## src/rtl/dct_block_loader_pkg.sv

```systemverilog
// Shared constants, types and k-index helpers for the DCT block loader.
// Coefficient (r,c), with r and c in 1..8, lives at k=(r-1)*8+(c-1) in the flat block.
package dct_block_loader_pkg;

  localparam int unsigned N       = 10;
  localparam int unsigned CoeffW  = N + 1;
  localparam int unsigned BLK     = 64;
  localparam int unsigned CNT_W   = 6;
  localparam int unsigned BlkW    = BLK * CoeffW;
  localparam int unsigned CountW  = 16;

  typedef logic [N:0]        coeff_t;
  typedef logic [CNT_W-1:0]  cnt_t;
  typedef logic [BlkW-1:0]   blk_t;
  typedef logic [CountW-1:0] count_t;

  localparam cnt_t CntLast = cnt_t'(BLK - 1);

  typedef enum logic [0:0] {
    StFill,
    StFull
  } state_e;

  // Flat index of coefficient (r,c); both indices are 1-based.
  function automatic int unsigned coeff_idx(input int unsigned r, input int unsigned c);
    return (r - 1) * 8 + (c - 1);
  endfunction

  // LSB position of slot k inside the flat block.
  function automatic int unsigned coeff_lsb(input int unsigned k);
    return k * CoeffW;
  endfunction

endpackage

```

## src/rtl/dct_block_loader_if.sv

```systemverilog
// Stream-in / block-out signal bundle of the DCT block loader.
// master: upstream producer and downstream consumer side; slave: the loader.
interface dct_block_loader_if;
  import dct_block_loader_pkg::*;

  logic   flush;
  logic   in_valid;
  logic   in_ready;
  coeff_t in_data;
  logic   in_mode;
  logic   out_ready;
  logic   blk_valid;
  logic   blk_mode;
  blk_t   dct_blk;
  count_t blk_count;

  modport master (
    output flush,
    output in_valid,
    output in_data,
    output in_mode,
    output out_ready,
    input  in_ready,
    input  blk_valid,
    input  blk_mode,
    input  dct_blk,
    input  blk_count
  );

  modport slave (
    input  flush,
    input  in_valid,
    input  in_data,
    input  in_mode,
    input  out_ready,
    output in_ready,
    output blk_valid,
    output blk_mode,
    output dct_blk,
    output blk_count
  );

endinterface

```

## src/rtl/dct_block_loader.sv

```systemverilog
// Collects 64 serial DCT coefficients into an 8x8 block and presents it in parallel with a
// one-cycle strobe; the fill buffer refills while the output register holds the last block.
module dct_block_loader
  import dct_block_loader_pkg::*;
(
  input logic              clk,
  input logic              srst,
  dct_block_loader_if.slave bus
);

  state_e state_q, state_d;
  cnt_t   cnt_q, cnt_d;
  logic   in_ready_q, in_ready_d;
  logic   mode_lat_q, mode_lat_d;
  logic   blk_valid_q, blk_valid_d;
  logic   blk_mode_q, blk_mode_d;
  count_t blk_count_q, blk_count_d;
  blk_t   dct_blk_q;
  blk_t   fill_flat;
  coeff_t fill_q [BLK];

  logic xfer;
  logic wr_en;
  logic load_out;

  assign xfer = bus.in_valid & in_ready_q;

  always_comb begin
    state_d     = state_q;
    cnt_d       = cnt_q;
    in_ready_d  = in_ready_q;
    mode_lat_d  = mode_lat_q;
    blk_valid_d = 1'b0;
    blk_mode_d  = blk_mode_q;
    blk_count_d = blk_count_q;
    wr_en       = 1'b0;
    load_out    = 1'b0;

    unique case (state_q)
      StFill: begin
        // flush wins over a same-cycle transfer, which is dropped
        if (bus.flush) begin
          cnt_d = '0;
        end else if (xfer) begin
          wr_en = 1'b1;
          cnt_d = cnt_q + cnt_t'(1);
          if (cnt_q == '0) begin
            mode_lat_d = bus.in_mode;
          end
          if (cnt_q == CntLast) begin
            state_d    = StFull;
            in_ready_d = 1'b0;
          end
        end
      end
      StFull: begin
        if (bus.out_ready) begin
          load_out    = 1'b1;
          blk_valid_d = 1'b1;
          blk_mode_d  = mode_lat_q;
          blk_count_d = blk_count_q + count_t'(1);
          state_d     = StFill;
          in_ready_d  = 1'b1;
        end
      end
      default: begin
        state_d    = StFill;
        cnt_d      = '0;
        in_ready_d = 1'b1;
      end
    endcase
  end

  always_ff @(posedge clk or posedge srst) begin
    if (srst) begin
      state_q     <= StFill;
      cnt_q       <= '0;
      in_ready_q  <= 1'b1;
      mode_lat_q  <= 1'b0;
      blk_valid_q <= 1'b0;
      blk_mode_q  <= 1'b0;
      blk_count_q <= '0;
    end else begin
      state_q     <= state_d;
      cnt_q       <= cnt_d;
      in_ready_q  <= in_ready_d;
      mode_lat_q  <= mode_lat_d;
      blk_valid_q <= blk_valid_d;
      blk_mode_q  <= blk_mode_d;
      blk_count_q <= blk_count_d;
    end
  end

  // Slots are rewritten before reuse, so the fill buffer needs no reset.
  always_ff @(posedge clk) begin
    if (wr_en) begin
      fill_q[cnt_q] <= bus.in_data;
    end
  end

  always_comb begin
    fill_flat = '0;
    for (int unsigned k = 0; k < BLK; k++) begin
      fill_flat[coeff_lsb(k) +: CoeffW] = fill_q[k];
    end
  end

  always_ff @(posedge clk or posedge srst) begin
    if (srst) begin
      dct_blk_q <= '0;
    end else if (load_out) begin
      dct_blk_q <= fill_flat;
    end
  end

  assign bus.in_ready  = in_ready_q;
  assign bus.blk_valid = blk_valid_q;
  assign bus.blk_mode  = blk_mode_q;
  assign bus.dct_blk   = dct_blk_q;
  assign bus.blk_count = blk_count_q;

  a_strobe_single : assert property (@(posedge clk) disable iff (srst)
    blk_valid_q |=> !blk_valid_q);
  a_ready_state : assert property (@(posedge clk) disable iff (srst)
    in_ready_q == (state_q == StFill));
  a_full_cnt_zero : assert property (@(posedge clk) disable iff (srst)
    (state_q == StFull) |-> (cnt_q == '0));

endmodule
```

## src/flat_wrapper.sv

```systemverilog
// flat-port wrapper written by rule: the top's interface ports become plain ports
module dct_block_loader_flat import dct_block_loader_pkg::*;
  (clk, srst, bus_flush, bus_in_valid, bus_in_data, bus_in_mode, bus_out_ready, bus_in_ready, bus_blk_valid, bus_blk_mode, bus_dct_blk, bus_blk_count);
  dct_block_loader_if bus_i ();
  input logic clk;
  input logic srst;
  input wire logic [$bits(bus_i.flush)-1:0] bus_flush;
  input wire logic [$bits(bus_i.in_valid)-1:0] bus_in_valid;
  input wire logic [$bits(bus_i.in_data)-1:0] bus_in_data;
  input wire logic [$bits(bus_i.in_mode)-1:0] bus_in_mode;
  input wire logic [$bits(bus_i.out_ready)-1:0] bus_out_ready;
  output wire logic [$bits(bus_i.in_ready)-1:0] bus_in_ready;
  output wire logic [$bits(bus_i.blk_valid)-1:0] bus_blk_valid;
  output wire logic [$bits(bus_i.blk_mode)-1:0] bus_blk_mode;
  output wire logic [$bits(bus_i.dct_blk)-1:0] bus_dct_blk;
  output wire logic [$bits(bus_i.blk_count)-1:0] bus_blk_count;
  assign bus_i.flush = bus_flush;
  assign bus_i.in_valid = bus_in_valid;
  assign bus_i.in_data = bus_in_data;
  assign bus_i.in_mode = bus_in_mode;
  assign bus_i.out_ready = bus_out_ready;
  assign bus_in_ready = bus_i.in_ready;
  assign bus_blk_valid = bus_i.blk_valid;
  assign bus_blk_mode = bus_i.blk_mode;
  assign bus_dct_blk = bus_i.dct_blk;
  assign bus_blk_count = bus_i.blk_count;
  dct_block_loader u_core (.clk(clk), .srst(srst), .bus(bus_i));
endmodule
```

## config.mk

```make
export PLATFORM = sky130hd
export DESIGN_NAME = dct_block_loader_flat
export DESIGN_NICKNAME = d
export VERILOG_FILES = /design/src/rtl/dct_block_loader_pkg.sv /design/src/rtl/dct_block_loader_if.sv /design/src/rtl/dct_block_loader.sv /design/src/flat_wrapper.sv
export SDC_FILE = /design/constraint.sdc
export NUM_CORES = 2
export LEC_CHECK = 0
export CAP_MARGIN = 20
export CORE_UTILIZATION = 25
export CTS_CLUSTER_SIZE = 40
export DETAILED_ROUTE_END_ITERATION = 7
export GPL_ROUTABILITY_DRIVEN = 0
export GPL_TIMING_DRIVEN = 1
export PLACE_DENSITY_LB_ADDON = 0.05
export SKIP_LAST_GASP = 1
export SYNTH_ARGS = -nofsm -noshare
export SYNTH_HDL_FRONTEND = slang
export SYNTH_SLANG_ARGS = --single-unit
```

## constraint.sdc

```tcl
create_clock -name clk -period 49.6 [get_ports clk]
set_clock_uncertainty 0.2 [all_clocks]
set_input_delay 7.44 -clock clk [delete_from_list [all_inputs] [get_ports clk]]
set_output_delay 7.44 -clock clk [all_outputs]
set_load 0.05 [all_outputs]
```

## Yosys cells after proc, flatten, opt, wreduce, memory -nomap -nowiden

Memory sizes are Yosys's and may differ from the RTL's. A register that Yosys moved wholly into a read port is not among the register bits.
Index checks and enable logic that the tools add are counted.

| cells by class | value |
|---|---|
| reduce and logical (&&, ||, !) cells | 6 |
| bitwise logic cells | 3 |
| add/subtract/negate cells | 2 |
| multiplexer cells | 19 |
| equal/unequal tests | 5 |

Operators with widths:

| kind | number |
|---|---|
| adder 16 x 1 -> 16 bit, second input constant | 1 |
| 2-to-1 mux 1 bit | 15 |
| 2-to-1 mux 6 bit | 2 |
| AND reduction 4 bit | 2 |
| adder 6 x 1 -> 6 bit, second input constant | 1 |
| == test 6 bit, second input constant | 1 |
| zero test 6 bit | 1 |
| != test 2 x 1 -> 1 bit, second input constant | 2 |
| != test 2 bit, second input constant | 2 |
| one-hot mux 1 bit (2 select lines) | 2 |
| AND reduction 2 bit | 2 |
| inverter 1 bit | 2 |
| nonzero test 2 bit | 1 |
| AND 1 bit | 1 |

| storage, ports and cells | value |
|---|---|
| word-level logic and storage cells | 43 |
| output and inout bits | 723 |
| input port bits | 17 |
| memory bits (writable) | 704 |
| memories kept | 1 |
| flip-flop bits (word level) | 27 |

Memories:

| memory | words | width | read ports | clocked after Yosys merged registers in | write ports | line | source |
|---|---|---|---|---|---|---|---|
| u_core.fill_q | 64 | 11 | 64 | 64 | 1 | dct_block_loader.sv:20 | `coeff_t fill_q [BLK];` |

## Logic depth before layout (Yosys ltp)

| logic depth | value |
|---|---|
| word-level depth | 6 |
| depth in mapped cells | 8 |

## Worst setup path after synthesis

No wires, ideal clock.

| timing path | value |
|---|---|
| path type | input port to flip-flop |
| start | in bus_flush |
| end | mem u_core.fill_q[30][0] (netlist name) (enable) |
| required time | 49.022 ns |
| slack | 40.395 ns |
| arrival | 8.627 ns |
| stages | 5 |
| cell sequence | nand4bb_1 -> buf_2 -> nor2_4 -> nand3_1 -> nor2_1 |

| on the way | value |
|---|---|
| cells in the longest elaborated chain, start to end | 4 |

Ends and longest elaborated chain:

| item | line | source |
|---|---|---|
| start: declaration | flat_wrapper.sv:7 | `input wire logic [$bits(bus_i.flush)-1:0] bus_flush;` |
| 2-to-1 mux 1 bit | dct_block_loader.sv:42 | `if (bus.flush) begin` |
| 2-to-1 mux 1 bit | dct_block_loader.sv:39 | `unique case (state_q)` |
| 2-to-1 mux 1 bit | dct_block_loader.sv:96 | `if (wr_en) begin` |
| 2-to-1 mux 1 bit (not written as such) | dct_block_loader.sv:97 | `fill_q[cnt_q] <= bus.in_data;` |
| end: declaration | dct_block_loader.sv:20 |  |

No other way between the ends.

## Worst setup path in the final report

| timing path | value |
|---|---|
| start | in bus_out_ready |
| end | reg u_core.dct_blk_q[683] (netlist: bus_dct_blk[683]) (read register of u_core.fill_q) |

| on the way | value |
|---|---|
| cells in the longest elaborated chain, start to end | 2 |

Ends and longest elaborated chain:

| item | line | source |
|---|---|---|
| start: declaration | flat_wrapper.sv:11 | `input wire logic [$bits(bus_i.out_ready)-1:0] bus_out_ready;` |
| 2-to-1 mux 1 bit | dct_block_loader.sv:57 | `if (bus.out_ready) begin` |
| 2-to-1 mux 1 bit | dct_block_loader.sv:39 |  |
| end: declaration | dct_block_loader.sv:18 | `blk_t dct_blk_q;` |

No other way between the ends.
A chain may end at the register's enable or synchronous reset.

==> qor.yml <==
routing:
  drt_iter0_markers: 1897
  wire_per_inst_um: 23.88
  ant_nets: 0
  drt_wl_total_mm: 178.6
  vias: 30733
  dr.pass1.iters: 5
  vias_per_cell: 4.110
  drc: 0
worst_setup_path:
  setup.worst_path.end_class: "flop"
  critical_path_arrival_ns: 11.48
  critical_path_depth: 7
  r2r_cells: 6
  critPathKind: "input pin to flop"
  critical_path.max_stage_delay_ns: 0.91
  critPathLaunchType: "input pin"
  crit_family: "buffers and inverters"
  critical_path_buf_inv_count: 4
  cp_cell_sequence: "clkdlybuf4s50_1 -> nand2_8 -> inv_8 -> buf_4 -> buf_4 -> nand2_1 -> nand2_1"
  required_ns: 50.13
  slowest_stage: "buf_4"
  path_max_fanout: 129
cts:
  ctsHoldBuffers: 0
  cts_resized: 0
  htreeDepth: 4
  post_cts_buffers: 0
  cts_sinks: 1435
  cts.path.max_buffers: 3
  cts_tree: "built"
  clockRootBuffer: "clkbuf_16"
  numCtsBuffers: 167
  cts.clk_slew.worst_paths_ns: 0.06
  clkLatencyLatePin_ns: 0.81
synth:
  avgSynthCellArea_um2: 12.62
  netlist_area_mm2: 0.04899
  syn_inst: 3881
  ys_top_cells_by_area: "edfxtp_1 43%, dfrtp_1 37%, nand2_1 16%"
  ys_seq_elements: 1435
  synth_fp_nets: 3901
  synth_seq_area_share: 0.8049
  yosys.area.top_type_share: 0.4315
  synth_top_area_cell: "edfxtp_1"
  ys_types: 39
  synth_warnings: 0
cells_and_area:
  layout_common_cells: "2132 x nand2_1, 730 x dfrtp_1, 728 x clkdlybuf4s50_1, 704 x edfxtp_1, 169 x clkbuf_16"
  layout_commonest_cell: "nand2_1"
  syn2layout_area_growth_pct: 33.22
  seqCellArea_mm2: 0.03943
  final_nets: 4729
  drive_gt1_frac: 0.07524
  multi_input_area_mm2: 0.008818
  fillCellCount: 19482
sta:
  hold_violations: 0
  min_period_ns: 10.96
  tightest_slew_ns: 1.121
  hold_slack_ns: 0.2217
  finalMaxSlewViolations: 0
  rsz0062_at_grt: "false"
  min_period_over_period: 0.2210
  setup_violations: 0
  finalSetupTns_ns: 0
  fmax_ghz: 0.09124
  relSlewSlack: 0.2530
floorplanning:
  die_y_um: 444.7
  die_area_mm2: 0.1977
  rows: 162
  core_mm2: 0.1948
  dieWidth_um: 444.7
  io_pins: 740
  start_util: 0.2515
global_route:
  grt_max_degree: 191
  antenna_found_initial: 20
  grt_pass1_wl_mm: 250.2
  grt_pass1_vias: 31328
  overflow: 0
  track_usage: 0.1786
power_and_ir_drop:
  leakage_nw: 27.97
  switching_share: 0.2708
  p_total_mw: 2.895
  peakVddDrop_uv: 24.27
  power_frac_seq: 0.460
  combPwrFrac: 0.109
  switching_power_mw: 0.7840
  p_per_area_mw_per_mm2: 44.36
  intPower_mw: 2.111
  p_clk_frac: 0.431
run:
  maxCapViolations: 0
placement:
  hpwlAfterDp_mm: 109.1
  portBuffers: 739
status:
  status: "finished, final reports clean"
min_path:
  hold_path_class: "flop to flop"
  min_path_cells: 2
==> per-stage QoR <==
step	setup slack, ns	util	instances	area [um2]
after CTS	38.56	0.3342	7462	65100
after detailed placement	37.66	0.3057	7151	59550
after floorplan	21.45	-	3881	48990
final	38.64	0.3350	7478	65260
after global routing	38.24	0.3350	7477	65260
after global placement	37.64	0.3054	7145	59490
==> cell type report <==
class | count | share of cell area
diodes | 3 | 0.0001150
clock buffers | 241 | 0.07354
clock inverters | 70 | 0.01148
inverters | 7 | 0.0006518
multi-input cells | 2274 | 0.1351
flip-flops and latches | 1435 | 0.6042
well taps | 2624 | 0.05031
repair buffers | 824 | 0.1245
==> final timing paths <==
kind | end | slack [ns] | start
min reg2reg | bus_dct_blk[506]$_DFFE_PP0P_ | 0.22 | u_core.fill_q[46][0]$_DFFE_PP_
min in group asynchronous | bus_dct_blk[324]$_DFFE_PP0P_ | 6.94 | srst
max in group asynchronous | bus_dct_blk[591]$_DFFE_PP0P_ | 38.86 | srst
max reg2reg | bus_dct_blk[683]$_DFFE_PP0P_ | 45.30 | u_core.state_q$_DFF_PP0_
max | bus_dct_blk[683]$_DFFE_PP0P_ | 38.64 | bus_out_ready
min | bus_dct_blk[506]$_DFFE_PP0P_ | 0.22 | u_core.fill_q[46][0]$_DFFE_PP_
==> cell families after synthesis <==
logic type               synth area share
XOR/XNOR                         0.002682
adder cells (fa/ha/maj)         0.0007663
flip-flops                         0.8049
AO/OA/AOI/OAI                    0.001788
buffers and inverters             0.01563
multiplexers                    0.0003064
AND/OR/NAND/NOR                    0.1739
==> worst register-to-register path, stage by stage (launching register included) <==
cell	delay, ns
dfrtp_1	0.52
nand2_8	0.41
inv_8	0.87
buf_4	1.00
buf_4	0.98
nand2_1	0.15
nand2_1	0.09
==> cell usage after synthesis (all sizes together) <==
| library cell | n |
|---|---|
| ha | 3 |
| a22o | 1 |
| nand4 | 7 |
| clkinv | 1 |
| dfrtp | 730 |
| dfstp | 1 |
| a21o | 1 |
| nor2 | 73 |
| nand2 | 2133 |
| o21ai | 6 |
| or2 | 1 |
| a31oi | 2 |
| and4 | 1 |
| nand4bb | 1 |
| edfxtp | 704 |
| mux2 | 1 |
| a21oi | 2 |
| and3 | 2 |
| xor2 | 1 |
| clkbuf | 78 |
| or3 | 3 |
| o211a | 1 |
| xnor2 | 14 |
| buf | 87 |
| nand2b | 1 |
| and2 | 1 |
| o41ai | 1 |
| nand3 | 13 |
| nor2b | 1 |
| inv | 6 |
| nor3 | 1 |
| nand3b | 3 |
==> registers in the layout, summed over array words and instances, names as in the netlist <==
signal / flops
bus_dct_blk: 704
u_core.bus.blk_count: 16
u_core.bus.blk_mode: 1
u_core.bus.blk_valid: 1
u_core.bus.in_ready: 1
u_core.cnt_q: 6
u_core.fill_q: 704
u_core.mode_lat_q: 1
u_core.state_q: 1
==> power by group through the flow <==
stage | sequential, mW | combinational (mW) | clock [mW]
after detailed placement | 1.36 | 0.322 | 0
after CTS | 1.33 | 0.322 | 1.29
after floorplan | 1.48 | 0.0419 | 0
after global placement | 1.36 | 0.321 | 0
after global routing | 1.34 | 0.332 | 1.34
final | 1.33 | 0.316 | 1.25
==> per-layer routing <==
| metal | global-route usage | vias up | routed length [um] |
|---|---|---|---|
| met5 | 0 | - | 0 |
| li1 | - | 14200 | - |
| met3 | 0.03539 | 195 | 7723 |
| met2 | 0.3136 | 666 | 91760 |
| met4 | 0.04718 | 0 | 3853 |
| met1 | 0.2226 | 15672 | 75230 |
(Power assumes the default switching activity.)
